==> config.mk <==
export PLATFORM = sky130hd
export DESIGN_NAME = ycbcr444_to_422
export DESIGN_NICKNAME = d
export VERILOG_FILES = /design/src/rtl/ycbcr444_to_422.sv
export SDC_FILE = /design/constraint.sdc
export NUM_CORES = 1
export LEC_CHECK = 0
export ABC_AREA = 1
export CORE_MARGIN = 4
export CORE_UTILIZATION = 31
export CTS_CLUSTER_DIAMETER = 80
export DETAILED_ROUTE_END_ITERATION = 10
export HOLD_SLACK_MARGIN = 0.15
export PLACE_DENSITY = 0.5
export SETUP_SLACK_MARGIN = 0.4
export SLEW_MARGIN = 20
export SYNTH_ARGS = -nofsm -noshare
export SYNTH_HDL_FRONTEND = slang
export SYNTH_SLANG_ARGS = --single-unit
==> constraint.sdc <==
create_clock -name clk -period 3.8 [get_ports clk]
set_clock_uncertainty 0.2 [all_clocks]
set_input_delay 0.76 -clock clk [delete_from_list [all_inputs] [get_ports clk]]
set_output_delay 0.76 -clock clk [all_outputs]
set_load 0.02 [all_outputs]
==> src/rtl/ycbcr444_to_422.sv <==
// YCbCr 4:4:4 to 4:2:2 decimator: averages chroma over pixel pairs, beats 1 cycle after pixel1 handshake.
// Output beats sit in a 4-entry FIFO; input tready comes from phase and FIFO count only.

module ycbcr_fifo2w #(
  parameter int W = 18
) (
  input  logic         clk,
  input  logic         rst,
  input  logic         i_push0,
  input  logic [W-1:0] i_dat0,
  input  logic         i_push1,
  input  logic [W-1:0] i_dat1,
  input  logic         i_pop,
  output logic [W-1:0] o_dat,
  output logic         o_vld,
  output logic [2:0]   o_cnt
);
  logic [W-1:0] r_mem [4];
  logic [1:0]   r_wr;
  logic [1:0]   r_rd;
  logic [2:0]   r_cnt;
  logic [1:0]   w_wr1;
  logic         w_pop;

  assign w_wr1 = r_wr + 2'd1;
  assign w_pop = i_pop && (r_cnt != 3'd0);

  // i_push1 is only ever asserted together with i_push0
  always_ff @(posedge clk) begin
    if (i_push0) r_mem[r_wr] <= i_dat0;
    if (i_push1) r_mem[w_wr1] <= i_dat1;
  end

  always_ff @(posedge clk or posedge rst) begin
    if (rst) begin
      r_wr  <= 2'd0;
      r_rd  <= 2'd0;
      r_cnt <= 3'd0;
    end else begin
      r_wr  <= r_wr + {1'b0, i_push0} + {1'b0, i_push1};
      r_rd  <= r_rd + {1'b0, w_pop};
      r_cnt <= r_cnt + {2'b0, i_push0} + {2'b0, i_push1} - {2'b0, w_pop};
    end
  end

  assign o_vld = (r_cnt != 3'd0);
  assign o_dat = o_vld ? r_mem[r_rd] : '0;
  assign o_cnt = r_cnt;
endmodule

module ycbcr444_to_422 #(
  parameter int CHROMA_ROUND = 1
) (
  input  logic        clk,
  input  logic        rst,
  input  logic [23:0] s_axis_video_tdata,
  input  logic        s_axis_video_tvalid,
  output logic        s_axis_video_tready,
  input  logic        s_axis_video_tlast,
  input  logic        s_axis_video_tuser,
  output logic [15:0] m_axis_video_tdata,
  output logic        m_axis_video_tvalid,
  input  logic        m_axis_video_tready,
  output logic        m_axis_video_tlast,
  output logic        m_axis_video_tuser,
  output logic        sync_err
);
  typedef enum logic {EVEN = 1'b0, ODD = 1'b1} phase_t;

  phase_t      r_phase;
  phase_t      w_phase_nxt;
  logic [23:0] r_p0;
  logic        r_p0_user;
  logic        r_sync_err;
  logic        w_acc;
  logic        w_err;
  logic        w_push0;
  logic        w_push1;
  logic [17:0] w_dat0;
  logic [17:0] w_dat1;
  logic [17:0] w_fifo_dat;
  logic        w_fifo_vld;
  logic [2:0]  w_cnt;
  logic [8:0]  w_rnd;
  logic [8:0]  w_cb_sum;
  logic [8:0]  w_cr_sum;

  assign w_rnd    = (CHROMA_ROUND != 0) ? 9'd1 : 9'd0;
  assign w_cb_sum = {1'b0, r_p0[15:8]}  + {1'b0, s_axis_video_tdata[15:8]}  + w_rnd;
  assign w_cr_sum = {1'b0, r_p0[23:16]} + {1'b0, s_axis_video_tdata[23:16]} + w_rnd;

  // ODD reserves room for a full pair, EVEN only for a possible lone odd-width beat
  assign s_axis_video_tready = ~rst &
      ((r_phase == EVEN) ? (w_cnt <= 3'd3) : (w_cnt <= 3'd2));
  assign w_acc = s_axis_video_tvalid && s_axis_video_tready;

  always_comb begin
    w_phase_nxt = r_phase;
    w_push0     = 1'b0;
    w_push1     = 1'b0;
    w_dat0      = '0;
    w_dat1      = '0;
    w_err       = 1'b0;
    if (w_acc) begin
      if (r_phase == ODD && !s_axis_video_tuser) begin
        w_push0     = 1'b1;
        w_push1     = 1'b1;
        w_dat0      = {r_p0_user, 1'b0, w_cb_sum[8:1], r_p0[7:0]};
        w_dat1      = {1'b0, s_axis_video_tlast, w_cr_sum[8:1], s_axis_video_tdata[7:0]};
        w_phase_nxt = EVEN;
      end else begin
        w_err = (r_phase == ODD);
        if (s_axis_video_tlast) begin
          w_push0     = 1'b1;
          w_dat0      = {s_axis_video_tuser, 1'b1, s_axis_video_tdata[15:0]};
          w_phase_nxt = EVEN;
        end else begin
          w_phase_nxt = ODD;
        end
      end
    end
  end

  always_ff @(posedge clk or posedge rst) begin
    if (rst) begin
      r_phase    <= EVEN;
      r_p0       <= 24'd0;
      r_p0_user  <= 1'b0;
      r_sync_err <= 1'b0;
    end else begin
      r_phase    <= w_phase_nxt;
      r_sync_err <= w_err;
      if (w_acc && w_phase_nxt == ODD) begin
        r_p0      <= s_axis_video_tdata;
        r_p0_user <= s_axis_video_tuser;
      end
    end
  end

  ycbcr_fifo2w #(.W(18)) u_fifo (
    .clk     (clk),
    .rst     (rst),
    .i_push0 (w_push0),
    .i_dat0  (w_dat0),
    .i_push1 (w_push1),
    .i_dat1  (w_dat1),
    .i_pop   (m_axis_video_tready),
    .o_dat   (w_fifo_dat),
    .o_vld   (w_fifo_vld),
    .o_cnt   (w_cnt)
  );

  assign m_axis_video_tvalid = w_fifo_vld;
  assign m_axis_video_tdata  = w_fifo_dat[15:0];
  assign m_axis_video_tlast  = w_fifo_dat[16];
  assign m_axis_video_tuser  = w_fifo_dat[17];
  assign sync_err            = r_sync_err;
endmodule

==> out/summary.md, run 1 <==
The tools report the overall track demand over capacity in global routing as 16.6%. The final clock period utilization by the worst path came out at 85.7%. The clock edge transition at the registers on the reported setup and hold paths came out at 0.07 ns.

The sort of element at the start of the critical path is a flip-flop. In this run, synthesis produced a sequential element count of 106. The placement row count is 52, and the slew at the pin closest to its max-slew limit is 0.749 ns. Leakage component of the power: 0.00343 uW. Power spread over the standard cell area amounts to 698 mW/mm^2. For this configuration, the core starts out at a cell density of 31.5%.

The H-tree generated during clock tree synthesis spans 3 levels. Netlist area before placement: 0.00638 mm^2. For the global placer's final weighted congestion, the log shows 0.828. Buffers added to address setup during post-CTS repair amount to 0. Data on the critical path is required at its endpoint by 2.84 ns. After global routing the overflow that remains totals 0.

Buffers inserted during clock tree synthesis total 9. The die covers 0.0229 mm^2. The detailed-routing iteration count for the pre-antenna-repair pass was 7. The peak fanout along the critical path is 37, and the area of the multi-input gates is 0.00293 mm^2. The post-synthesis cell type count was 34; the vertical extent of the die was 151 um. The run finished with clean final reports.

Cells with a size suffix above 1 make up 7.75% of the layout. The portion of synthesized cell area occupied by the leading cell type works out to 32.0%. The residual antenna-violating net count after detailed routing is 0, and the mean area per synthesized cell is 7.88 um^2.

Across the VDD grid, the largest voltage drop is 0.000233 V. The setup check on the worst reg-to-reg path leaves a slack of 1.01 ns. The met1 wire length came out at 8460 um.

The setup violation total in the final timing report was 0; the total routed wirelength was 18,400 um. The clock reaches the later pin of the worst-skew pair after 0.36 ns. The run gives 0 as the max-capacitance violation count. The tools report the worst slew slack as a fraction of its limit as 50.0%. The ratio of routed vias to standard cells was 4.79.

The number of antenna diodes in the final layout is 0. The sequential cell area fraction in the yosys report is 46.6%. Summed over all instances, the cell type with the most area after synthesis is edfxtp_1.

Buffers placed on the I/O ports in this run total 50. After detailed routing, the number of remaining DRC violations is 0. The count of final max-slew check failures was 0. The most critical setup path has its startpoint at u_fifo.r_rd[0].

For the number of antenna violations at the first check in global routing, the log shows 0. The endpoint identified for the worst register-to-register timing path is u_fifo.o_cnt[2]. Data arrives at the worst endpoint at 2.30 ns.

The net count after synthesis came out at 862. The average wire per cell in the routed design was 16.2 um; the final-layout fill cell count was 2,101. The detailed route wirelength on metal3 was 990 um; the iteration-0 DRC count of the detailed router was 419. The run gives 0 as the hold violation total from the final report. Area of the core: 0.0202 mm^2. The startpoint of the lowest-slack register-to-register path was u_fifo.o_cnt[1].

The die is 151 um wide. The share of async-settable or async-resettable flops after synthesis came out at 32.1%. Via count of the first global-routing pass: 5,198.

By area the synthesized netlist is led by edfxtp_1, dfrtp_1, nand2_1, nand3_1, o21ai_0. By instance count, the leading cell after synthesis is nand2_1. For the global-route wire length before repair, the log shows 29,000 um. The tools report the largest net degree at the start of global routing as 73.

The worst setup path is of the reg -> out kind. At the end of the flow, the number of nets in the layout was 913. In this run, synthesis inferred 68 flip-flops with an integrated enable. The total area of sequential cells was 0.00297 mm^2.

I/O pin count: 51. Highest metal layer with signal wires: met4. Synthesis produced 809 cells. The clock passes through at most 2 buffers. The classification of the worst-slack hold path is reg -> reg. TritonCTS built the clock tree. From synthesis to final layout, the design area changed by 18.0%. The routed design uses 8570 um of met2 wire. Setup repair after global routing left no endpoint under its margin.

The count of clock tree sinks was 106; the number of warning messages in the yosys log was 0. Measured in cells, the most critical reg-to-reg path has a length of 12. The most critical setup path has its endpoint at m_axis_video_tdata[13]. The final period demand of the worst path came out at 3.26 ns.

The tools report the type of element capturing the critical path as a primary output. By count the netlist is led by nand2_1, nor2_1, nand3_1, inv_1, o21ai_0. Adding up every negative setup slack in the final design gives 0 ns.

The most used flip-flop cell after synthesis is edfxtp_1. Clock tree synthesis selected as its root buffer the cell clkbuf_16. The fmax is 307 MHz. The final design utilization is 37.2%, and the routed via count is 5,432. The post-DP HPWL was 13,400 um.
cell usage in the layout, fill, tap and decap left out, drive strengths merged:
master | Yosys | final
xor2 | 3 | 3
dfrtp | 34 | 34
o21a | 2 | 2
ha | 18 | 18
dlymetal6s2s | 0 | 1
nand2 | 230 | 230
clkdlybuf4s50 | 0 | 49
dfxtp | 4 | 4
edfxtp | 68 | 68
buf | 15 | 25
a21oi | 27 | 27
xnor2 | 3 | 3
nand3 | 90 | 90
nor3 | 7 | 7
nand3b | 2 | 2
o21ai | 88 | 88
fa | 5 | 5
nand4 | 12 | 12
clkinv | 3 | 7
clkinvlp | 0 | 2
nor2 | 95 | 95
o22ai | 5 | 5
clkbuf | 20 | 9
inv | 78 | 79
sequential cells by signal, indices dropped and copies added (netlist names):
register,flops
r_phase,1
sync_err,1
u_fifo.o_cnt,3
u_fifo.r_mem,72
u_fifo.r_rd,2
u_fifo.r_wr,2
r_p0,24
r_p0_user,1
cell type report:
cell class	instances	share of cell area [%]
flip-flops and latches	106	39.5
multi-input cells	587	38.9
repair buffers	75	9.22
clock buffers	9	2.99
well taps	270	4.49
clock inverters	7	0.847
inverters	81	4.12
report_power, final:
group	internal, uW	switching, uW	leakage (uW)
clock	457	471	0.000139
combinational	972	1760	0.00217
sequential	1470	138	0.00112
total	2890	2360	0.00343
how the worst min path moves through the flow:
stage / start / cells past startpoint / slack [ns] / to
5_1_grt: u_fifo.r_mem[1][17] / 2 / 0.29 / u_fifo.r_mem[1][17]
3_5_place_dp: u_fifo.r_mem[1][17] / 2 / 0.26 / u_fifo.r_mem[1][17]
6_report: u_fifo.r_mem[1][17] / 2 / 0.27 / u_fifo.r_mem[1][17]
3_3_place_gp: u_fifo.r_mem[1][17] / 2 / 0.26 / u_fifo.r_mem[1][17]
4_1_cts: u_fifo.r_mem[1][17] / 2 / 0.27 / u_fifo.r_mem[1][17]
2_1_floorplan: u_fifo.r_mem[1][17] / 2 / 0.24 / u_fifo.r_mem[1][17]
cells by family (layout without fill, tap and decap cells):
logic type               Yosys count  in the layout  synth area share [%]
AND/OR/NAND/NOR                  436            436                  30.1
AO/OA/AOI/OAI                    122            122                  9.75
buffers and inverters            116            172                  7.61
flip-flops                       106            106                  46.6
adder cells (fa/ha/maj)           23             23                  5.10
XOR/XNOR                           6              6                 0.824
layer usage:
metal  global-route usage [%]  vias to the layer above
li1                         -                     2774
met3                     2.15                       27
met1                     22.8                     2485
met5                        0                        -
met4                     5.67                        0
met2                     27.2                      146
worst max-delay path, cell delays in order (launching register included):
cell and delay, ns:
dfrtp_1 0.38, buf_6 0.30, nor2_1 0.09, nor2_1 0.08, o21ai_0 0.10, a21oi_1 0.31, clkdlybuf4s50_1 0.68
stage by stage:
stage          hold slack (ns)  std cells  total power [uW]  setup slack (ns)  instance area (um^2)
2_1_floorplan            0.240        809              3390             0.549                  6380
3_3_place_gp             0.257       1119              4370             0.465                  7230
3_5_place_dp             0.259       1119              4380             0.457                  7230
4_1_cts                  0.271       1135              5330             0.453                  7520
5_1_grt                  0.291       1135              5680             0.443                  7530
6_report                 0.273       1135              5260             0.544                  7530
timing repair:
action                     CTS  global route
gates resized for setup      1             2
hold buffers                 0             0
setup endpoints to repair    4             2
(Power assumes the default switching activity.)
==> run 2, diff against run 1 <==
SKIP_LAST_GASP = 1   (was default)
clock period = 3.85 ns   (was 3.8 ns; I/O delays follow)
==> run 2 against run 1 <==
- final cell count is 0.18% lower
- global-route usage hardly changed
- via count is 0.44% lower
- setup slack better by 0.0013 ns
- largest power group unchanged
- non-clock buffer count is 2 lower
- critical endpoint is now m_axis_video_tdata[9]
- critical path depth is 1 lower
- count of clock-buffer cells in the layout is 1 higher
- highest routed layer unchanged
- sequential share of layout area hardly changed
==> out/summary.md, run 2 (synthesis results as in run 1) <==
The run finished with clean final reports. For this run, the top clock speed supported by timing is 303 MHz. The clock edge transition at the registers on the reported setup and hold paths came out at 0.08 ns (about the same).

In the layout the commonest cells are nand2_1, nor2_1, nand3_1. The global-route wire length before repair was 29,100 um (+0.19%). The signal on the critical path passes through inv_2 -> buf_4 -> o21ai_0 -> a21oi_1 -> clkdlybuf4s50_1. The overall track demand over capacity in global routing is 16.7% (+0.024 points), and the largest buffer count on any clock path is 2 (unchanged). Flip-flop count of the largest register, all copies and words added: 72 (unchanged). The count of antenna diodes in the layout is 0 (unchanged). Leaving out fill and tap cells, the most frequent cell in the layout is nand2_1. The power per cell area is 692 mW/mm^2 (-0.93%), and the area of the core is 0.0202 mm^2 (unchanged).

For the max-capacitance violation count, the log shows 0 (unchanged). The total clock buffers created by CTS was 9 (unchanged); the combinational share of power was 51.2% (-0.7 points). Post-DP HPWL: 13,400 um (+0.33%).

The tools report the detailed-routing iteration count for the pre-antenna-repair pass as 5 (-2). The aggregate negative setup slack came out at 0 ns (unchanged). The register with the most flip-flops in the final layout is u_fifo.r_mem. Among all stages on the critical path, the largest delay is contributed by clkdlybuf4s50_1. The kind of cell with the highest combined delay along the critical path is buffers and inverters. The tools report the hold violation total from the final report as 0 (unchanged). The run gives 0.36 ns (about the same) as the clock latency on the worst-skew pair. The post-CTS setup-driven buffer insertion count was 0 (unchanged). The count of final max-slew check failures was 0 (unchanged). For the iteration-0 DRC count of the detailed router, the log shows 413 (-1.4%). The tools report the sort of element at the start of the critical path as a flip-flop. The overall die width was 151 um (unchanged). The portion of total power attributed to sequential cells was 30.6% (about the same). Switching power summed over all nets: 2310 uW (-2.4%).

The via count of the first global-routing pass is 5,140 (-1.1%). TritonCTS built the clock tree. The logs give 2.33 ns (+0.03 ns) for the arrival time reported for the critical path endpoint and 51 (unchanged) for the I/O pin count. The tightest min-delay check is of the reg -> reg type.

The peak fanout along the critical path is 23 (-38%). The worst setup slack after placement is 0.487 ns (+0.0304 ns). The tools report the placement row count as 52 (unchanged). The count of unresolved DRC violations after routing is 0 (unchanged). The run gives 0 (unchanged) as the setup violation total in the final timing report.

The run gives 2900 uW (+0.35%) as the design internal power. The proportion of layout cells with a drive suffix above 1 works out to 7.53% (-0.21 points). The count of clock tree sinks was 106 (unchanged). Vertical extent of the die: 151 um (unchanged). The switching part of the total is 44.3% (-0.68 points), and the final clock period utilization by the worst path is 85.8%. The starting density of the core is 31.5% (unchanged), and the layout-stage area growth over the synthesis result is 18.1% (about the same). The class of the most critical setup path is reg -> out. The run gives 0.546 ns (+0.00133 ns) as the setup slack of the critical path after layout. Setup repair after global routing left no endpoint under its margin.

Port buffer count: 50 (unchanged). The number of nets in the layout is 911 (-0.22%), and the delay contributed by the slowest stage of the critical path is 0.63 ns (-0.05 ns). Total global routing overflow: 0 (unchanged). The overall die area came out at 0.0229 mm^2 (unchanged). The setup slack of the most critical reg-to-reg path was 0.95 ns (-0.06 ns); the buffer and inverter count on the worst path was 3 (+1). The final period demand of the worst path is 3.30 ns. The ratio of routed vias to standard cells works out to 4.77 (-0.27%). The logs give 2.88 ns (+0.04 ns) for the data required time of the worst path and 18,300 um (-0.42%) for the total routed wirelength. The worst slew slack as a fraction of its limit was 52.3% (+2.2 points). The routed via count was 5,408 (-0.44%). The highest ir drop seen on vdd is 0.000245 V (+5.1%). Proportion of power drawn by the clock network: 18.2% (+0.6 points). The slew at the pin closest to its max-slew limit came out at 0.716 ns (-0.0335 ns). The largest net degree at the start of global routing came out at 73 (unchanged). The logs give 0 (unchanged) for the number of antenna violations at the first check in global routing and 0 (unchanged) for the residual antenna-violating net count after detailed routing.

The tools report the global placer's final weighted congestion as 0.814 (-1.6%). The root buffer cell chosen for the clock tree is clkbuf_16. The tools report the type of element capturing the critical path as a primary output. The leakage component of the power was 0.00348 uW (+1.4%); the average wire per cell in the routed design was 16.2 um (-0.25%). The number of H-tree branching levels was 3 (unchanged).
==> run 2: cell count changes in the layout (fill, tap and decap cells not counted), sizes merged <==
cell           previous run  this run
clkdlybuf4s50            49        44
bufinv                    0         1
inv                      79        78
clkinv                    7         6
dlymetal6s2s              1         6
clkbuf                    9        10
buf                      25        23
==> run 2: what timing repair did <==
action | in CTS | in global routing
setup endpoints to repair | 10 | 9
gates resized for setup | 2 | 7
hold buffers | 0 | 0
==> run 2: power by group through the flow <==
stage,registers [uW],logic (uW),clock network [uW]
2_1_floorplan,1570,1770,0
3_3_place_gp,1610,2700,0
3_5_place_dp,1620,2700,0
4_1_cts,1600,2710,968
5_1_grt,1630,3000,1000
6_report,1600,2670,946
==> run 2: layer usage <==
layer | track usage (%) | vias to the layer above | wire [um]
met5 | 0 | - | 0
met4 | 5.12 | 0 | 305
met3 | 1.74 | 19 | 819
met2 | 26.9 | 109 | 8400
met1 | 23.5 | 2512 | 8810
li1 | - | 2768 | -
==> run 2: final timing paths <==
| path | from | end | depth (start not counted) |
|---|---|---|---|
| hold reg to reg | u_fifo.r_mem[1][17] | u_fifo.r_mem[1][17] | 2 |
| setup / recovery | u_fifo.r_rd[0] | m_axis_video_tdata[9] | 5 |
| hold / removal | u_fifo.r_mem[1][17] | u_fifo.r_mem[1][17] | 2 |
| setup reg to reg | u_fifo.o_cnt[1] | u_fifo.o_cnt[2] | 12 |
| max in group asynchronous | rst | u_fifo.r_rd[0] | 3 |
| min in group asynchronous | rst | u_fifo.r_wr[0] | 3 |
==> run 2: per-stage QoR <==
stage	util [%]	instance area (um^2)	cells	hold WS [ns]	power, uW
after floorplan	-	6380	809	0.240	3340
after global placement	35.7	7220	1117	0.258	4310
after detailed placement	35.7	7220	1117	0.265	4320
after CTS	37.1	7510	1133	0.277	5280
after global routing	37.2	7530	1133	0.294	5630
final	37.2	7530	1133	0.277	5210
==> run 2: area by class of cell <==
type,count,area (um^2)
fillers,2124,12700
clock inverters,6,65.1
repair buffers,73,692
multi-input cells,587,2930
inverters,81,310
well taps,270,338
flip-flops and latches,106,2970
clock buffers,10,229
==> run 2: worst register-to-register path, stage by stage (launching register included) <==
cell and delay (ns):
dfrtp_1 0.43, inv_1 0.13, ha_1 0.15, inv_1 0.03, nand3_1 0.16, nand3_2 0.12, nor2_4 0.12, nand2_2 0.14
ha_1 0.31, inv_1 0.05, fa_1 0.42, fa_1 0.38, xnor2_1 0.13
